$ cat src/rtl/dmx_frame_router_pkg.sv
// dmx_pkg: shared state encoding and address width for the DMX frame router.
package dmx_pkg;
  typedef enum logic [1:0] {IDLE = 2'd0, ADDR = 2'd1, DATA = 2'd2} state_t;
  localparam int ADDR_BITS = 3;
  localparam int NUM_DEST = 1 << ADDR_BITS;
endpackage

$ cat src/rtl/dmx_frame_router_if.sv
// dmx_frame_router_if: serial frame input and routed payload output bundle.
interface dmx_frame_router_if;
  logic start;
  logic din;
  logic din_valid;
  logic [dmx_pkg::NUM_DEST-1:0] y;
  logic y_valid;
  logic [dmx_pkg::ADDR_BITS-1:0] sel;
  logic busy;
  logic done;
  logic err;
  modport master(output start, din, din_valid, input y, y_valid, sel, busy, done, err);
  modport slave(input start, din, din_valid, output y, y_valid, sel, busy, done, err);
endinterface

$ cat src/rtl/dmx_frame_router_demux.sv
// demux_1x8: steers a single payload bit onto the output lane chosen by s.
module demux_1x8 (
  input  logic       i,
  input  logic [2:0] s,
  output logic [7:0] o
);
  assign o = {7'b0, i} << s;
endmodule

$ cat src/rtl/dmx_frame_router.sv
// dmx_frame_router: captures a 3-bit address then routes PAYLOAD_LEN serial
// payload bits onto the selected output lane, one registered beat at a time.
module dmx_frame_router
  import dmx_pkg::*;
#(
  parameter int PAYLOAD_LEN = 8
) (
  input logic                clk,
  input logic                rst_n,
  dmx_frame_router_if.slave  bus
);
  localparam int PW = $clog2(PAYLOAD_LEN + 1);
  localparam logic [PW-1:0] LAST = PW'(PAYLOAD_LEN - 1);
  state_t                r_state, w_state;
  logic [1:0]            r_acnt, w_acnt;
  logic [PW-1:0]         r_pcnt, w_pcnt;
  logic [ADDR_BITS-1:0]  r_sel, w_sel;
  logic [NUM_DEST-1:0]   r_y, w_y, w_demux;
  logic                  r_yv, w_yv, r_done, w_done, r_err, w_err, r_busy, w_busy;
  demux_1x8 u_demux (.i(bus.din), .s(r_sel), .o(w_demux));
  always_ff @(posedge clk or negedge rst_n) begin
    if (!rst_n) begin
      r_state <= IDLE;
      r_acnt  <= '0;
      r_pcnt  <= '0;
      r_sel   <= '0;
      r_y     <= '0;
      r_yv    <= 1'b0;
      r_done  <= 1'b0;
      r_err   <= 1'b0;
      r_busy  <= 1'b0;
    end else begin
      r_state <= w_state;
      r_acnt  <= w_acnt;
      r_pcnt  <= w_pcnt;
      r_sel   <= w_sel;
      r_y     <= w_y;
      r_yv    <= w_yv;
      r_done  <= w_done;
      r_err   <= w_err;
      r_busy  <= w_busy;
    end
  end
  // A valid start always wins: it opens a frame from IDLE or aborts one in flight.
  always_comb begin
    w_state = r_state;
    w_acnt  = r_acnt;
    w_pcnt  = r_pcnt;
    w_sel   = r_sel;
    w_y     = '0;
    w_yv    = 1'b0;
    w_done  = 1'b0;
    w_err   = 1'b0;
    if (bus.din_valid) begin
      if (bus.start) begin
        w_err   = r_state != IDLE;
        w_state = ADDR;
        w_acnt  = 2'd1;
        w_pcnt  = '0;
        w_sel   = {bus.din, r_sel[1:0]};
      end else if (r_state == ADDR) begin
        w_sel   = r_acnt == 2'd1 ? {r_sel[2], bus.din, r_sel[0]} : {r_sel[2:1], bus.din};
        w_acnt  = r_acnt == 2'(ADDR_BITS - 1) ? 2'd0 : r_acnt + 2'd1;
        w_state = r_acnt == 2'(ADDR_BITS - 1) ? DATA : ADDR;
        w_pcnt  = '0;
      end else if (r_state == DATA) begin
        w_y     = w_demux;
        w_yv    = 1'b1;
        w_done  = r_pcnt == LAST;
        w_state = r_pcnt == LAST ? IDLE : DATA;
        w_pcnt  = r_pcnt == LAST ? '0 : r_pcnt + 1'b1;
      end
    end
    w_busy = w_state != IDLE;
  end
  assign bus.y       = r_y;
  assign bus.y_valid = r_yv;
  assign bus.sel     = r_sel;
  assign bus.busy    = r_busy;
  assign bus.done    = r_done;
  assign bus.err     = r_err;
endmodule

$ cat src/flat_wrapper.sv
// flat-port wrapper written by rule: the top's interface ports become plain ports
module dmx_frame_router_flat import dmx_pkg::*;
#(
  parameter int PAYLOAD_LEN = 8
)
  (clk, rst_n, bus_start, bus_din, bus_din_valid, bus_y, bus_y_valid, bus_sel, bus_busy, bus_done, bus_err);
  dmx_frame_router_if bus_i ();
  input logic clk;
  input logic rst_n;
  input wire logic [$bits(bus_i.start)-1:0] bus_start;
  input wire logic [$bits(bus_i.din)-1:0] bus_din;
  input wire logic [$bits(bus_i.din_valid)-1:0] bus_din_valid;
  output wire logic [$bits(bus_i.y)-1:0] bus_y;
  output wire logic [$bits(bus_i.y_valid)-1:0] bus_y_valid;
  output wire logic [$bits(bus_i.sel)-1:0] bus_sel;
  output wire logic [$bits(bus_i.busy)-1:0] bus_busy;
  output wire logic [$bits(bus_i.done)-1:0] bus_done;
  output wire logic [$bits(bus_i.err)-1:0] bus_err;
  assign bus_i.start = bus_start;
  assign bus_i.din = bus_din;
  assign bus_i.din_valid = bus_din_valid;
  assign bus_y = bus_i.y;
  assign bus_y_valid = bus_i.y_valid;
  assign bus_sel = bus_i.sel;
  assign bus_busy = bus_i.busy;
  assign bus_done = bus_i.done;
  assign bus_err = bus_i.err;
  dmx_frame_router #(.PAYLOAD_LEN(PAYLOAD_LEN)) u_core (.clk(clk), .rst_n(rst_n), .bus(bus_i));
endmodule
$ cat config.mk
export PLATFORM = sky130hd
export DESIGN_NAME = dmx_frame_router_flat
export DESIGN_NICKNAME = d
export VERILOG_FILES = /design/src/rtl/dmx_frame_router_pkg.sv /design/src/rtl/dmx_frame_router_if.sv /design/src/rtl/dmx_frame_router_demux.sv /design/src/rtl/dmx_frame_router.sv /design/src/flat_wrapper.sv
export SDC_FILE = /design/constraint.sdc
export NUM_CORES = 1
export LEC_CHECK = 0
export ABC_AREA = 0
export BUFFER_PORTS_ARGS = -buffer_cell sky130_fd_sc_hd__buf_4
export CORE_MARGIN = 3
export CORE_UTILIZATION = 40
export DETAILED_ROUTE_END_ITERATION = 8
export GPL_TIMING_DRIVEN = 0
export PLACE_DENSITY = 0.63
export SYNTH_ARGS = -nofsm -noshare
export SYNTH_HDL_FRONTEND = slang
export SYNTH_SLANG_ARGS = --single-unit
$ cat constraint.sdc
create_clock -name clk -period 4.4 [get_ports clk]
set_input_delay 0.88 -clock clk [delete_from_list [all_inputs] [get_ports clk]]
set_output_delay 0.88 -clock clk [all_outputs]
set_load 0.005 [all_outputs]
==> results list <==
- Largest family of logic cells by synthesized area: simple AND/OR/NAND/NOR gates
- The floorplan has 18 rows.
- The number of max-slew violations in the final report is 0.
* Required time reported for the critical path endpoint: 3.52 ns
- Area growth from synthesis to final layout: 19.5%
* Clock-pin slew reported for the worst setup and hold paths after clock tree synthesis: 0.13 ns
* Synth Flop Type: sky130_fd_sc_hd__dfrtp_1
* Proportion of synthesized chip area in sequential cells: 54.1%
* Library cell occupying the most area in the post-synthesis netlist: sky130_fd_sc_hd__dfrtp_1
- In this run the clock root is driven by a sky130_fd_sc_hd__clkbuf_4.
- Yosys mapped a number of flops with a built-in enable equal to 0.
* Area of the core: 2500 µm²
- Place WS: 2.54 ns
- After detailed routing, the number of remaining DRC violations is 0.
- The worst hold path belongs to the class in -> async.
- The number of global-route vias before repair came to 793.
- In this run, the combinational gates consume 18.3% of the power.
* Diodes inserted: 0
* Kind of cell with the highest combined delay on the critical path: flip-flops
* Final net count: 126
- After the first detailed-routing iteration, the DRC count stood at 13.
- Sequential fraction of design power: 59.3%
* Area share of the largest cell type after synthesis: 54.1%
- DP Wirelength: 1560 µm
- Die area: 3310 µm²
- Measured along the x axis, the die boundary spans 57.6 µm.
* Cells traversed along the worst timing path: buf_4
* Worst EP arrival: 0.95 ns
- Per-instance average area after synthesis: 11.1 µm²
- Initial Utilization: 42.5%
- Measured on the finished design, the core utilization comes to 50.9%.
- The run finished with clean final reports.
* Max transition margin: 75.7%
- Largest fanout of any net on the critical path: 7
- Ratio of total power to cell area: 344 nW/µm²
- Vias per Instance: 5.55
* Min Clock Period, post-route: 1.83 ns
* Worst-skew pair later-pin latency: 0.31 ns
* Transition time of the tightest slew-check pin: 0.364 ns
- The first global-routing pass estimated 3650 µm of wire.
* RSZ-0062 raised after global routing: no
* Average wire per standard cell: 14.5 µm
- The clock network is responsible for 22.4% of the overall power.
- After layout, the worst setup slack is 2.57 ns.
- All-Layer GR Usage: 14.2%
- Once the clock tree was built, the setup fixing pass inserted 0 buffers.
* Final wirelength: 2150 µm
* Leakage power: 0.606 nW
- Number of buffers on the longest clock path: 2
* Share of post-route cells with drive strength above 1: 25.2%
* Post-Synthesis Net Count: 102
- Critical Path End Type: output pin
* Multi-input combinational cell area: 439 µm²
* Synthesized flop and latch total: 23
- The die is 57.6 µm tall.
- The internal power of the cells totals 0.308 mW.
* Post-synthesis instance area: 1060 µm²
* Number of sinks driven by the clock tree: 23
- First-pass DRT Iterations: 4
* Clock tree from TritonCTS: yes
* Cell type of the slowest stage on the worst timing path: sky130_fd_sc_hd__dfrtp_1
- The synthesized netlist devotes 14.9% of its cell area to compound gates.
- Buffers on Ports: 19
- Sequential Area: 576 µm²
* Number of instances in the synthesized netlist: 96
- Simple-Gate Fraction of Synth Area: 22.0%
* Total number of H-tree levels: 1
- Gr ovfl total: 0
* Warnings, synthesis: 0
* Net switching share of the total power: 29.7%
- Of the total synthesized cell area, the portion taken by XOR and XNOR cells is 0%.
- Final setup violation count: 0
- Number of routed nets with antenna violations: 0
- At the end of routability-driven placement, the weighted congestion stood at 0.753.
- Count of unique library cells instantiated by Yosys: 36
- Buffers inserted to repair hold after CTS numbered 0.
- Fin. Hold Viols: 0
- On the worst path, the slowest cell contributes a delay of 0.47 ns.
* Inserted Clock Buffers: 3
- VDD sags by at most 0.198 mV.
- Clock skew after layout: 0.00118 ns
- During I/O placement, the number of pins put on the boundary was 20.
- Counting flops with an async set or reset pin after synthesis yields a share of 100%.
- Worst path buffer plus inverter count: 1
- Gates resized, CTS repair: 0
* Post-Route Setup TNS: 0 ns
- Max-cap violations in this run came to 0.
- Initial antenna violation count: 0
- Total vias in the final route: 827
- Most area-consuming cells after synthesis: sky130_fd_sc_hd__dfrtp_1, sky130_fd_sc_hd__nor2_1, sky130_fd_sc_hd__mux2_1, sky130_fd_sc_hd__nand2_1, sky130_fd_sc_hd__nand3b_1
- Net switching power: 0.130 mW
- Mux share of post-synthesis cell area: 3.18%
- Highest clock frequency the design can meet: 0.546 GHz
- Kind of launch point of the worst setup path: flip-flop
- Post-synthesis adder-cell area fraction: 1.18%
* Count of filler cells inserted in the layout: 244
* Crit path kind: reg -> out
- Maximum number of pins on one net before global-route repair: 24
* Final worst-path cycle share: 41.6%
[layout make-up]
type                            count  share of cell area [%]
Sequential cell                    23                    45.3
Inverter                            5                    1.48
Clock buffer                        3                    1.77
Tap cell                           30                    2.95
Buffer                              4                    2.36
Multi-Input combinational cell     64                    34.5
Clock inverter                      1                   0.394
Timing Repair Buffer               19                    11.2
[routing by layer]
metal / part of all wire, % / wire length, µm / track usage (%)
met1: 43 / 919 / 18.5
met2: 49 / 1060 / 23.1
met3: 7.2 / 155 / 4.07
met4: 0.84 / 18 / 3.97
met5: 0 / 0 / 0
[logic make-up (layout without fill, tap and decap cells)]
kind of cell               Yosys count  after routing
and+or+nand+nor                     39             39
AOI/OAI and AO/OA                   21             21
buffers and inverters                9             32
adders and majority gates            1              1
DFF                                 23             23
muxes                                3              3
[cell usage after synthesis (2+ instances only)]
master	instances
sky130_fd_sc_hd__nor2_1	9
sky130_fd_sc_hd__nand2_1	8
sky130_fd_sc_hd__nand3b_1	4
sky130_fd_sc_hd__o21ai_1	2
sky130_fd_sc_hd__dfrtp_1	23
sky130_fd_sc_hd__o21ai_0	2
sky130_fd_sc_hd__buf_4	2
sky130_fd_sc_hd__a22oi_1	2
sky130_fd_sc_hd__a21oi_1	4
sky130_fd_sc_hd__and4bb_1	2
sky130_fd_sc_hd__mux2_1	3
sky130_fd_sc_hd__nor2b_1	3
sky130_fd_sc_hd__and3b_1	2
sky130_fd_sc_hd__inv_1	5
sky130_fd_sc_hd__nor3_1	4
[registers in the layout (all words and copies together), names as in the netlist]
name                flops
u_core.bus.busy         1
u_core.bus.done         1
u_core.bus.err          1
u_core.bus.sel          3
u_core.bus.y            8
u_core.bus.y_valid      1
u_core.r_acnt           2
u_core.r_pcnt           4
u_core.r_state          2
[metrics by stage]
| step | hold slack (ns) | total power [mW] | std cells | cell area [µm²] |
|---|---|---|---|---|
| finish | 0.433 | 0.438 | 149 | 1270 |
| global route | 0.427 | 0.463 | 149 | 1270 |
| CTS | 0.435 | 0.443 | 149 | 1270 |
| detailed placement | 0.537 | 0.344 | 145 | 1240 |
| global placement | 0.526 | 0.342 | 145 | 1240 |
| floorplan | 0.500 | 0.305 | 96 | 1060 |
[cell usage in the layout (no fill, tap or decap), types with 3 or more instances in the layout]
| cell type | Yosys | routed |
|---|---|---|
| sky130_fd_sc_hd__nor2b_1 | 3 | 3 |
| sky130_fd_sc_hd__buf_4 | 2 | 21 |
| sky130_fd_sc_hd__nor3_1 | 4 | 4 |
| sky130_fd_sc_hd__a21oi_1 | 4 | 4 |
| sky130_fd_sc_hd__mux2_1 | 3 | 3 |
| sky130_fd_sc_hd__nor2_1 | 9 | 9 |
| sky130_fd_sc_hd__nand2_1 | 8 | 8 |
| sky130_fd_sc_hd__inv_1 | 5 | 5 |
| sky130_fd_sc_hd__nand3b_1 | 4 | 4 |
| sky130_fd_sc_hd__clkbuf_4 | 0 | 3 |
| sky130_fd_sc_hd__dfrtp_1 | 23 | 23 |
[power by group through the flow]
stage          logic [mW]  registers [mW]  clock network [mW]
2_1_floorplan      0.0476           0.257                   0
3_3_place_gp       0.0802           0.262                   0
3_5_place_dp       0.0814           0.263                   0
4_1_cts            0.0819           0.259               0.102
5_1_grt            0.0895           0.263               0.111
6_report           0.0803           0.260              0.0979
[worst paths after layout]
check | from | to | slack (ns) | cells past startpoint
min in group clk | u_core.r_acnt[0] | u_core.r_acnt[0] | 0.57 | 1
max reg2reg | u_core.r_pcnt[0] | u_core.r_pcnt[1] | 2.91 | 4
min | rst_n | u_core.bus.y[7] | 0.43 | 1
min reg2reg | u_core.r_acnt[0] | u_core.r_acnt[0] | 0.57 | 1
max in group asynchronous | rst_n | u_core.bus.y[2] | 3.74 | 1
max | u_core.bus.sel[1] | bus_sel[1] | 2.57 | 1
Power figures use the tool's default switching activity.
